`config.mk`:
```
export PLATFORM = sky130hd
export DESIGN_NAME = vga_timing_gen
export DESIGN_NICKNAME = d
export VERILOG_FILES = /design/src/rtl/vga_timing_gen.sv
export SDC_FILE = /design/constraint.sdc
export NUM_CORES = 1
export LEC_CHECK = 0
export BUFFER_PORTS_ARGS = -buffer_cell sky130_fd_sc_hd__buf_2
export CELL_PAD_IN_SITES_DETAIL_PLACEMENT = 0
export CELL_PAD_IN_SITES_GLOBAL_PLACEMENT = 1
export CORE_ASPECT_RATIO = 1.5
export CORE_UTILIZATION = 40
export CTS_BUF_LIST = sky130_fd_sc_hd__clkbuf_16
export CTS_CLUSTER_SIZE = 14
export DETAILED_ROUTE_END_ITERATION = 16
export PLACE_DENSITY = 0.77
export SLEW_MARGIN = 30
export SYNTH_ARGS = -nofsm -noshare
export SYNTH_HDL_FRONTEND = slang
export SYNTH_SLANG_ARGS = --single-unit
```
`constraint.sdc`:
```
create_clock -name Clk -period 2.3 [get_ports Clk]
set_input_delay 0.575 -clock Clk [delete_from_list [all_inputs] [get_ports Clk]]
set_output_delay 0.575 -clock Clk [all_outputs]
set_load 0.1 [all_outputs]
```
`src/rtl/vga_timing_gen.sv`:
```
// ---------------------------------------------------------------------------
// vga_timing_gen
//
// Generates 640x480@60 style VGA timing from a single 50 MHz system clock.
// An internal enable toggles every Clk, so each pixel count lasts exactly
// two Clk cycles; the same enable is exported as the DAC pixel clock.
// Sync, blank and cell outputs are decoded from the next counter values and
// registered, so they line up with DrawX/DrawY on every cycle with no skew.
//
// Ports
//   Clk          in   1   system clock
//   Reset_n      in   1   asynchronous active-low reset
//   pixel_clk    out  1   registered divide-by-2 of Clk
//   hs           out  1   horizontal sync, active-low
//   vs           out  1   vertical sync, active-low
//   blank        out  1   display enable, 1 = visible region
//   DrawX        out  10  horizontal count, 0..H_TOTAL-1
//   DrawY        out  10  vertical count, 0..V_TOTAL-1
//   CellX        out  7   DrawX >> CELL_SHIFT (truncated, no saturation)
//   CellY        out  6   DrawY >> CELL_SHIFT (truncated, no saturation)
//   frame_start  out  1   one-Clk pulse when the counters wrap to (0,0)
//   frame_count  out  8   frames completed since reset, modulo 256
// ---------------------------------------------------------------------------
module vga_timing_gen #(
   parameter int unsigned H_VISIBLE  = 640,
   parameter int unsigned H_FRONT    = 16,
   parameter int unsigned H_SYNC     = 96,
   parameter int unsigned H_BACK     = 48,
   parameter int unsigned V_VISIBLE  = 480,
   parameter int unsigned V_FRONT    = 10,
   parameter int unsigned V_SYNC     = 2,
   parameter int unsigned V_BACK     = 33,
   parameter int unsigned CELL_SHIFT = 3
) (
   input  logic       Clk,
   input  logic       Reset_n,
   output logic       pixel_clk,
   output logic       hs,
   output logic       vs,
   output logic       blank,
   output logic [9:0] DrawX,
   output logic [9:0] DrawY,
   output logic [6:0] CellX,
   output logic [5:0] CellY,
   output logic       frame_start,
   output logic [7:0] frame_count
);

   localparam int unsigned H_TOTAL = H_VISIBLE + H_FRONT + H_SYNC + H_BACK;
   localparam int unsigned V_TOTAL = V_VISIBLE + V_FRONT + V_SYNC + V_BACK;

   // Counter-width copies of the timing points, so every compare is 10 bits.
   localparam logic [9:0] H_LAST       = 10'(H_TOTAL - 1);
   localparam logic [9:0] V_LAST       = 10'(V_TOTAL - 1);
   localparam logic [9:0] H_VIS_END    = 10'(H_VISIBLE);
   localparam logic [9:0] V_VIS_END    = 10'(V_VISIBLE);
   localparam logic [9:0] H_SYNC_FIRST = 10'(H_VISIBLE + H_FRONT);
   localparam logic [9:0] H_SYNC_LAST  = 10'(H_VISIBLE + H_FRONT + H_SYNC - 1);
   localparam logic [9:0] V_SYNC_FIRST = 10'(V_VISIBLE + V_FRONT);
   localparam logic [9:0] V_SYNC_LAST  = 10'(V_VISIBLE + V_FRONT + V_SYNC - 1);

   logic       pix_en_r;
   logic [9:0] x_r;
   logic [9:0] y_r;
   logic       hs_r;
   logic       vs_r;
   logic       blank_r;
   logic [6:0] cell_x_r;
   logic [5:0] cell_y_r;
   logic       frame_start_r;
   logic [7:0] frame_count_r;

   logic       h_wrap_s;
   logic       v_wrap_s;
   logic       frame_wrap_s;
   logic [9:0] next_x_s;
   logic [9:0] next_y_s;
   logic       hs_next_s;
   logic       vs_next_s;
   logic       blank_next_s;

   // Next counter values; counts move only when the pixel enable is high.
   always_comb begin
      h_wrap_s = (x_r == H_LAST);
      v_wrap_s = (y_r == V_LAST);
      next_x_s = x_r;
      next_y_s = y_r;
      if (pix_en_r) begin
         if (h_wrap_s) begin
            next_x_s = 10'd0;
            if (v_wrap_s) begin
               next_y_s = 10'd0;
            end else begin
               next_y_s = y_r + 10'd1;
            end
         end else begin
            next_x_s = x_r + 10'd1;
            next_y_s = y_r;
         end
      end else begin
         next_x_s = x_r;
         next_y_s = y_r;
      end
      frame_wrap_s = pix_en_r & h_wrap_s & v_wrap_s;
   end

   // Sync and display-enable decode of the next counter position.
   always_comb begin
      hs_next_s    = ~((next_x_s >= H_SYNC_FIRST) && (next_x_s <= H_SYNC_LAST));
      vs_next_s    = ~((next_y_s >= V_SYNC_FIRST) && (next_y_s <= V_SYNC_LAST));
      blank_next_s = (next_x_s < H_VIS_END) && (next_y_s < V_VIS_END);
   end

   // Pixel enable, counters and all registered timing outputs.
   always_ff @(posedge Clk or negedge Reset_n) begin
      if (!Reset_n) begin
         pix_en_r      <= 1'b0;
         x_r           <= 10'd0;
         y_r           <= 10'd0;
         hs_r          <= 1'b1;
         vs_r          <= 1'b1;
         blank_r       <= 1'b1;
         cell_x_r      <= 7'd0;
         cell_y_r      <= 6'd0;
         frame_start_r <= 1'b0;
         frame_count_r <= 8'd0;
      end else begin
         pix_en_r      <= ~pix_en_r;
         x_r           <= next_x_s;
         y_r           <= next_y_s;
         hs_r          <= hs_next_s;
         vs_r          <= vs_next_s;
         blank_r       <= blank_next_s;
         // Plain truncation: off-screen counts may exceed the visible grid.
         cell_x_r      <= 7'(next_x_s >> CELL_SHIFT);
         cell_y_r      <= 6'(next_y_s >> CELL_SHIFT);
         frame_start_r <= frame_wrap_s;
         if (frame_wrap_s) begin
            frame_count_r <= frame_count_r + 8'd1;
         end else begin
            frame_count_r <= frame_count_r;
         end
      end
   end

   assign pixel_clk   = pix_en_r;
   assign DrawX       = x_r;
   assign DrawY       = y_r;
   assign hs          = hs_r;
   assign vs          = vs_r;
   assign blank       = blank_r;
   assign CellX       = cell_x_r;
   assign CellY       = cell_y_r;
   assign frame_start = frame_start_r;
   assign frame_count = frame_count_r;

endmodule

```
==> run summary, run 1 <==
The final critical path time including I/O delays and setup is 2.04 ns. In this run the remaining antenna-violating nets after routing total 0. The vias per cell is 5.36. The critical path ends at blank.

The final-report setup violation count came out at 0. In the global route stage, met1 resource usage came out at 0.217. On the critical path the largest part of the delay comes from compound AO/OA/AOI/OAI gates. For this run, the top clock speed supported by timing is 0.491 GHz. The post-cts resize count came out at 0.

The final non-filler cell area came out at 2260 sq um. The CTS tree is done. The endpoint of the worst-slack reg-to-reg timing path is blank. After detailed placement, the total cell area comes to 2120 sq um. The number of input and output port buffers inserted is 47. The CTS root buffer is sky130_fd_sc_hd__clkbuf_16. In this run the register-to-register setup slack is 0.26 ns.

The run finished with clean final reports. The internal power of the cells totals 973 uW. The area of the core region came out at 4540 sq um. Buffers inserted to repair hold after CTS numbered 0. The global-route usage over all layers came out at 0.185. The switching share of total power came out at 0.196. The switching power is 237 uW. The number of levels in the clock H-tree is 2. The critical path goes through nor4b_4, nand4_2, o311ai_0, o31ai_1, a211oi_1. Entering global routing, the biggest net connects 34 pins.

The synthesized instance count is 195. Power comes to 1.21 mW. The maximum fanout along the worst path is 9. Routability-driven placement finished with a final weighted congestion of 0.836. The peak supply drop is 447 uV. The multi-input logic area came out at 885 sq um.

For the worst-skew pair, the clock arrives at the later sink with an insertion delay of 0.27 ns. Post-CTS timing repair inserted 0 buffers for setup. The slowest stage of the critical path is the sky130_fd_sc_hd__dfrtp_1 cell. The endpoint arrival time on the critical path came out at 2.22 ns.

The share of power burned in combinational logic is 0.009. The launching instance or port of the critical path is CellX[3]. The total negative slack came out at 0 ns. The number of nets in the layout came out at 236. The initial antenna violation count came out at 0.

The distinct cell type count of the synthesized netlist is 51. In this run the static leakage power is 1.03 nW. The final route contains 1,582 vias.

The HPWL after detailed placement is 3.11 mm. The number of rows in the core area came out at 30. The number of violations reported at the end of detailed-routing iteration 0 is 52. The power per standard cell area came out at 536 nW/um^2. The cell depth of the worst flop-to-flop path came out at 5.

met2 is the most crowded layer. A synthesized cell averages 9.81 sq um. The count of flip-flops with a built-in enable after synthesis came out at 0.

Of the total power, the clock network draws 0.510. The clock-pin transition on the worst setup and hold timing paths is 0.05 ns. The count of buffer and inverter cells on the critical path came out at 0. The required time reported for the critical path endpoint is 2.49 ns. The transition time of the tightest slew-check pin is 0.724 ns. Wires add up to 4.28 mm. The area enclosed by the die boundary came out at 5070 sq um. The sink count of the clock tree came out at 33. The share of total power in sequential cells came out at 0.481. The met3 global-route usage is 0.0328. In the final routed layout, each cell accounts on average for 14.5 um. In this run the horizontal extent of the chip is 58.5 um. The sequential cells in the finished layout cover a total of 850 sq um.

The commonest non-fill, non-tap cell in the layout is sky130_fd_sc_hd__buf_2. The global-route congestion overflow total came out at 0. The first global-routing pass estimated 6.96 mm of wire. The worst pin sits at a relative slew slack of 0.517.

Setup repair after global routing left no endpoint under its margin. The share of flip-flops with an asynchronous set or reset after synthesis came out at 1.00. The maximum cell stage delay along the critical path came out at 0.46 ns. The share of the Yosys chip area taken by registers is 0.434. The antenna diode count is 0. The worst setup path is captured at a register.

The number of warnings reported in the yosys synthesis log is 0. For this run, the detailed router's first-pass iteration total came to 4. The setup clock skew after layout is 0.00243 ns. The DRC violations left came out at 0. The clock buffer count from CTS is 5.

The main flop type after synthesis is sky130_fd_sc_hd__dfrtp_1. The worst-case clock buffer depth came out at 2. The share of layout cells above drive strength 1 came out at 0.372.

The via count of the first global-routing pass came out at 1,416. The number of primary I/O pins is 48. Leaving out fill and tap cells, the most frequent cells in the layout are sky130_fd_sc_hd__buf_2 (47), sky130_fd_sc_hd__dfrtp_2 (16), sky130_fd_sc_hd__dfrtp_1 (14), sky130_fd_sc_hd__nand2_1 (13), sky130_fd_sc_hd__xnor2_1 (13). The area growth from synthesis to layout came out at 18.1%. The tightest min-delay check is of the input port to asynchronous set/reset pin type. The initial cell density of the core came out at 0.421. The critical path runs through a total of 5 cells. The global routing met2 resource utilization came out at 0.320. The number of hold-slack violations in the final timing report was 0. STA classifies the critical path startpoint as a register. The number of max-cap violations came out at 0. The share of the cycle needed by the critical path after routing came out at 0.886.

The die span in y came out at 86.7 um. The max-slew violation total from the final report is 0. The area of the mapped netlist came out at 1910 sq um. The number of synthesized register bits is 33. When the netlist entered floorplanning its net count stood at 201. The startpoint identified for the worst register-to-register timing path is CellX[3]. The number of filler cells placed in the layout came out at 464. The worst setup path is of the register to register kind.
-- worst register-to-register path, delay by kind of cell, from the launching register on --
kind	cells	cell delay, ns
flip-flops	1	0.46
AND/OR/NAND/NOR	2	0.66
AO/OA/AOI/OAI	3	0.83
-- power groups by stage --
stage	Sequential [mW]	Clock, mW	Combinational (mW)
floorplan	0.591	0	0.000000407
global route	0.581	0.653	0.0143
finish	0.582	0.617	0.0113
global placement	0.591	0	0.0125
detailed placement	0.591	0	0.0128
CTS	0.581	0.631	0.0128
-- layer usage --
layer	part of all wire	vias up
li1	-	765
met1	0.39	751
met2	0.54	56
met3	0.047	10
met4	0.026	0
met5	0	-
-- logic make-up (layout without fill, tap and decap cells) --
family	count (synthesis)	after routing	synth area share
multiplexers	4	4	0.0222
buffers and inverters	32	68	0.104
adder cells (fa/ha/maj)	4	4	0.0262
AND/OR/NAND/NOR	75	75	0.229
flip-flops	33	33	0.434
AO/OA/AOI/OAI	30	30	0.107
XOR/XNOR	17	17	0.0778
-- through the flow --
step                 util  hold slack [ns]  setup slack, ns  instances
global placement    0.467            0.455            0.371        287
CTS                 0.497            0.397            0.297        295
floorplan               -            0.279           0.0168        195
global route        0.497            0.434            0.191        295
detailed placement  0.467            0.461            0.318        287
finish              0.497            0.358            0.263        295
-- cell type report --
type | instances | area share
multi-input combinational | 130 | 0.392
sequential | 33 | 0.376
timing repair buffer | 53 | 0.124
clock buffer | 5 | 0.0554
tap | 64 | 0.0355
inverter | 7 | 0.0116
clock inverter | 3 | 0.00554
-- state kept, by name, indices dropped and copies added (netlist names) --
| name | cells |
|---|---|
| frame_count | 8 |
| blank | 1 |
| DrawY | 5 |
| vs | 1 |
| pixel_clk | 1 |
| hs | 1 |
| CellX | 7 |
| frame_start | 1 |
| CellY | 5 |
| DrawX | 3 |
-- Yosys cell counts (2+ instances only) --
cell type | instances | area (sq um)
sky130_fd_sc_hd__dfstp_2 | 3 | 78.8
sky130_fd_sc_hd__inv_1 | 7 | 26.3
sky130_fd_sc_hd__nand2_1 | 13 | 48.8
sky130_fd_sc_hd__buf_2 | 5 | 25.0
sky130_fd_sc_hd__o32ai_1 | 2 | 17.5
sky130_fd_sc_hd__nand4_1 | 11 | 68.8
sky130_fd_sc_hd__nor4_1 | 3 | 18.8
sky130_fd_sc_hd__or2_2 | 4 | 25.0
sky130_fd_sc_hd__buf_4 | 15 | 113
sky130_fd_sc_hd__xor2_1 | 4 | 35.0
sky130_fd_sc_hd__nor3_1 | 6 | 30.0
sky130_fd_sc_hd__o31ai_1 | 2 | 15.0
sky130_fd_sc_hd__and3_1 | 4 | 25.0
sky130_fd_sc_hd__or3_1 | 3 | 18.8
sky130_fd_sc_hd__o311ai_0 | 2 | 17.5
sky130_fd_sc_hd__a21oi_1 | 4 | 20.0
sky130_fd_sc_hd__mux2i_1 | 2 | 20.0
sky130_fd_sc_hd__and2_1 | 2 | 12.5
sky130_fd_sc_hd__nand2b_1 | 2 | 12.5
sky130_fd_sc_hd__nand3_1 | 10 | 50.1
sky130_fd_sc_hd__o21ai_0 | 8 | 40.0
sky130_fd_sc_hd__xnor2_1 | 13 | 114
sky130_fd_sc_hd__nor2_1 | 8 | 30.0
sky130_fd_sc_hd__and4_1 | 2 | 17.5
sky130_fd_sc_hd__buf_6 | 2 | 22.5
sky130_fd_sc_hd__ha_1 | 4 | 50.1
sky130_fd_sc_hd__dfrtp_1 | 30 | 751
-- how the worst min path moves through the flow --
stage / depth (start not counted) / slack [ns] / to / from
after CTS: 1 / 0.40 / frame_count[4] / Reset_n
after floorplan: 0 / 0.28 / CellX[0] / Reset_n
after global routing: 1 / 0.43 / frame_count[4] / Reset_n
after detailed placement: 1 / 0.46 / frame_count[7] / frame_count[7]
final: 1 / 0.36 / CellX[3] / Reset_n
after global placement: 1 / 0.45 / frame_count[7] / frame_count[7]
No activity file was read; power rests on OpenSTA's default activity.
==> run 2: changes to the inputs <==
- clock period: 2.3 -> 2.6 ns (I/O delays scaled with it)
==> run summary, run 2 (synthesized netlist as in run 1, its figures left out) <==
The final estimated routing congestion in global placement came out at 0.863 (was 0.836). The final-report setup violation count came out at 0 (unchanged). The buffer count from post-CTS setup fixing is 0 (unchanged).

The total routed wire length on the met1 layer came to 1.80 mm (was 1.67 mm). The area growth from synthesis to layout came out at 15.1% (was 18.1%). The type of element capturing the critical path is a register (unchanged).

The number of nets in the layout is 231 (was 236). The per-cell routed wire length is 14.4 um (was 14.5 um). The required time reported for the critical path endpoint came out at 2.78 ns (was 2.49 ns). The worst hold-check path type is input port to asynchronous set/reset pin (unchanged). The critical path class is register to register (unchanged). The uppermost metal layer occupied by signal nets is met4 (unchanged). The global-route usage over all layers is 0.181 (was 0.185). The worst relative slew slack came out at 0.511 (was 0.517). The wire length of the first global-routing pass is 6.78 mm (was 6.96 mm). The area of the core region came out at 4540 sq um (unchanged). The clock buffer count from CTS came out at 5 (unchanged). The area occupied by registers is 830 sq um (was 850 sq um). RSZ-0062 raised after global routing: no (unchanged). The maximum fanout along the worst path is 14 (was 9). The max-slew violation total from the final report is 0 (unchanged).

The number of hold-slack violations in the final timing report came out at 0 (unchanged). The die outline width came out at 58.5 um (unchanged). The routed length on met3 came out at 158 um (was 202 um).

The share of the cycle needed by the critical path after routing came out at 0.844 (was 0.886). The via count came out at 1,533 (was 1,582). The internal power component is 862 uW (was 973 uW). The number of flip-flops in the largest register came to 8 (unchanged). The global-route congestion overflow total is 0 (unchanged). The tightest hold margin came out at 0.435 ns (was 0.358 ns). The number of buffers inserted by hold repair at cts is 0 (unchanged).

The area enclosed by the die boundary came out at 5070 sq um (unchanged). The number of levels in the clock H-tree came out at 2 (unchanged). The switching share of total power came out at 0.199 (was 0.196).

The number of input and output port buffers inserted came to 47 (unchanged). Top library cells by usage in the layout, fill and taps aside: sky130_fd_sc_hd__buf_2 (47), sky130_fd_sc_hd__dfrtp_1 (30), sky130_fd_sc_hd__nand2_1 (13), sky130_fd_sc_hd__xnor2_1 (13), sky130_fd_sc_hd__nand4_1 (11) (was sky130_fd_sc_hd__buf_2 (47), sky130_fd_sc_hd__dfrtp_2 (16), sky130_fd_sc_hd__dfrtp_1 (14), sky130_fd_sc_hd__nand2_1 (13), sky130_fd_sc_hd__xnor2_1 (13)). The final core utilization came to 0.485 (was 0.497).

The multi-input logic area is 885 sq um (unchanged). The via count of the first global-routing pass is 1,419 (was 1,416). The CTS tree is done (unchanged).

The maximum number of pins on one net before global-route repair came out at 34 (unchanged). The latest clock arrival within the worst-skew pair is 0.28 ns (was 0.27 ns). The share of power burned in combinational logic is 0.009 (about the same).

The leakage dissipation is 1.03 nW (about the same). Outcome: complete, no violations (unchanged). The number of antenna-violating nets in the routed design is 0 (unchanged).

The maximum clock frequency came to 0.456 GHz (was 0.491 GHz). The CTS root buffer is sky130_fd_sc_hd__clkbuf_16 (unchanged). The number of primary I/O pins came out at 48 (unchanged). The share of total power in sequential cells is 0.478 (was 0.481). The transition time of the tightest slew-check pin is 0.733 ns (was 0.724 ns). The worst-case clock buffer depth is 2 (unchanged). The number of rows in the core area came out at 30 (unchanged). The DRC violations left is 0 (unchanged).

The initial antenna violation count is 0 (unchanged). The power per standard cell area is 489 nW/um^2 (was 536 nW/um^2). The met2 wire length is 2.07 mm (was 2.30 mm). The number of max-cap violations came out at 0 (unchanged). The vias per cell came out at 5.29 (was 5.36).

The setup clock skew after layout is 0.00664 ns (was 0.00243 ns). The sink count of the clock tree came out at 33 (unchanged). The routed wire length came out at 4.17 mm (was 4.28 mm). The HPWL after detailed placement is 2.98 mm (was 3.11 mm).

The final critical path time including I/O delays and setup is 2.19 ns (was 2.04 ns). The peak supply drop came out at 285 uV (was 447 uV). The antenna diode count came out at 0 (unchanged). The category of the worst setup path launch point is a register (unchanged). The detailed-router iteration count before antenna repair is 4 (unchanged). The number of violations reported at the end of detailed-routing iteration 0 came out at 35 (was 52). The number of filler cells placed in the layout was 468 (was 464). The post-cts resize count is 0 (unchanged). The endpoint arrival time on the critical path came out at 2.38 ns (was 2.22 ns). The die span in y came to 86.7 um (unchanged).

The switching power came out at 214 uW (was 237 uW). The commonest non-fill, non-tap cell in the layout is sky130_fd_sc_hd__buf_2 (unchanged). The total negative slack came out at 0 ns (unchanged). The share of layout cells above drive strength 1 is 0.292 (was 0.372).

The clock-pin transition on the worst setup and hold timing paths came to 0.05 ns (about the same). The initial cell density of the core is 0.421 (unchanged). The proportion of power drawn by the clock network came to 0.512 (was 0.510).
-- run 2: cell types whose count changed in the layout (fill, tap and decap cells not counted), sizes merged --
cell,before,now
buf,53,48
clkinv,3,2
inv,7,8
-- run 2: area by class of cell --
cell class / instances / area share
Timing Repair Buffer: 48 / 0.110
Tap cell: 64 / 0.0364
Multi-Input combinational cell: 130 / 0.402
Sequential cell: 33 / 0.377
Clock inverter: 3 / 0.00625
Inverter: 7 / 0.0119
Clock buffer: 5 / 0.0568
-- run 2: metrics by stage --
step / setup slack, ns / area [sq um] / std cells / power [mW]
CTS: 0.436 / 2200 / 290 / 1.09
global placement: 0.488 / 2060 / 282 / 0.534
global route: 0.301 / 2200 / 290 / 1.12
finish: 0.407 / 2200 / 290 / 1.08
floorplan: 0.110 / 1910 / 195 / 0.523
detailed placement: 0.462 / 2060 / 282 / 0.534
-- run 2: critical path, cell delays in order (launching register included) --
cell and delay, ns:
sky130_fd_sc_hd__dfrtp_1 0.43, sky130_fd_sc_hd__ha_1 0.42, sky130_fd_sc_hd__nand4_2 0.36, sky130_fd_sc_hd__or3_1 0.48
sky130_fd_sc_hd__a22oi_1 0.27, sky130_fd_sc_hd__nand4_1 0.13
-- run 2: power by group through the flow --
stage | combinational (mW) | clock, mW | sequential, mW
2_1_floorplan | 0.000000407 | 0 | 0.523
6_report | 0.0101 | 0.552 | 0.515
3_3_place_gp | 0.0111 | 0 | 0.523
5_1_grt | 0.0126 | 0.589 | 0.514
3_5_place_dp | 0.0111 | 0 | 0.523
4_1_cts | 0.0111 | 0.569 | 0.514
-- run 2: path summary, 6_finish.rpt --
path,start,endpoint,slack [ns],cells after the start
max in group asynchronous,Reset_n,CellY[0],1.70,1
min in group Clk,frame_count[7],frame_count[7],0.47,1
worst min register to register,frame_count[7],frame_count[7],0.47,1
worst min-delay path,Reset_n,DrawX[2],0.43,1
worst max-delay path,DrawX[0],vs,0.41,5
worst max register to register,DrawX[0],vs,0.41,5
-- run 2: metal layers --
metal | global-route usage | vias up
met5 | 0 | -
met4 | 0.106 | 0
met3 | 0.0448 | 13
met2 | 0.303 | 45
met1 | 0.205 | 724
li1 | - | 751
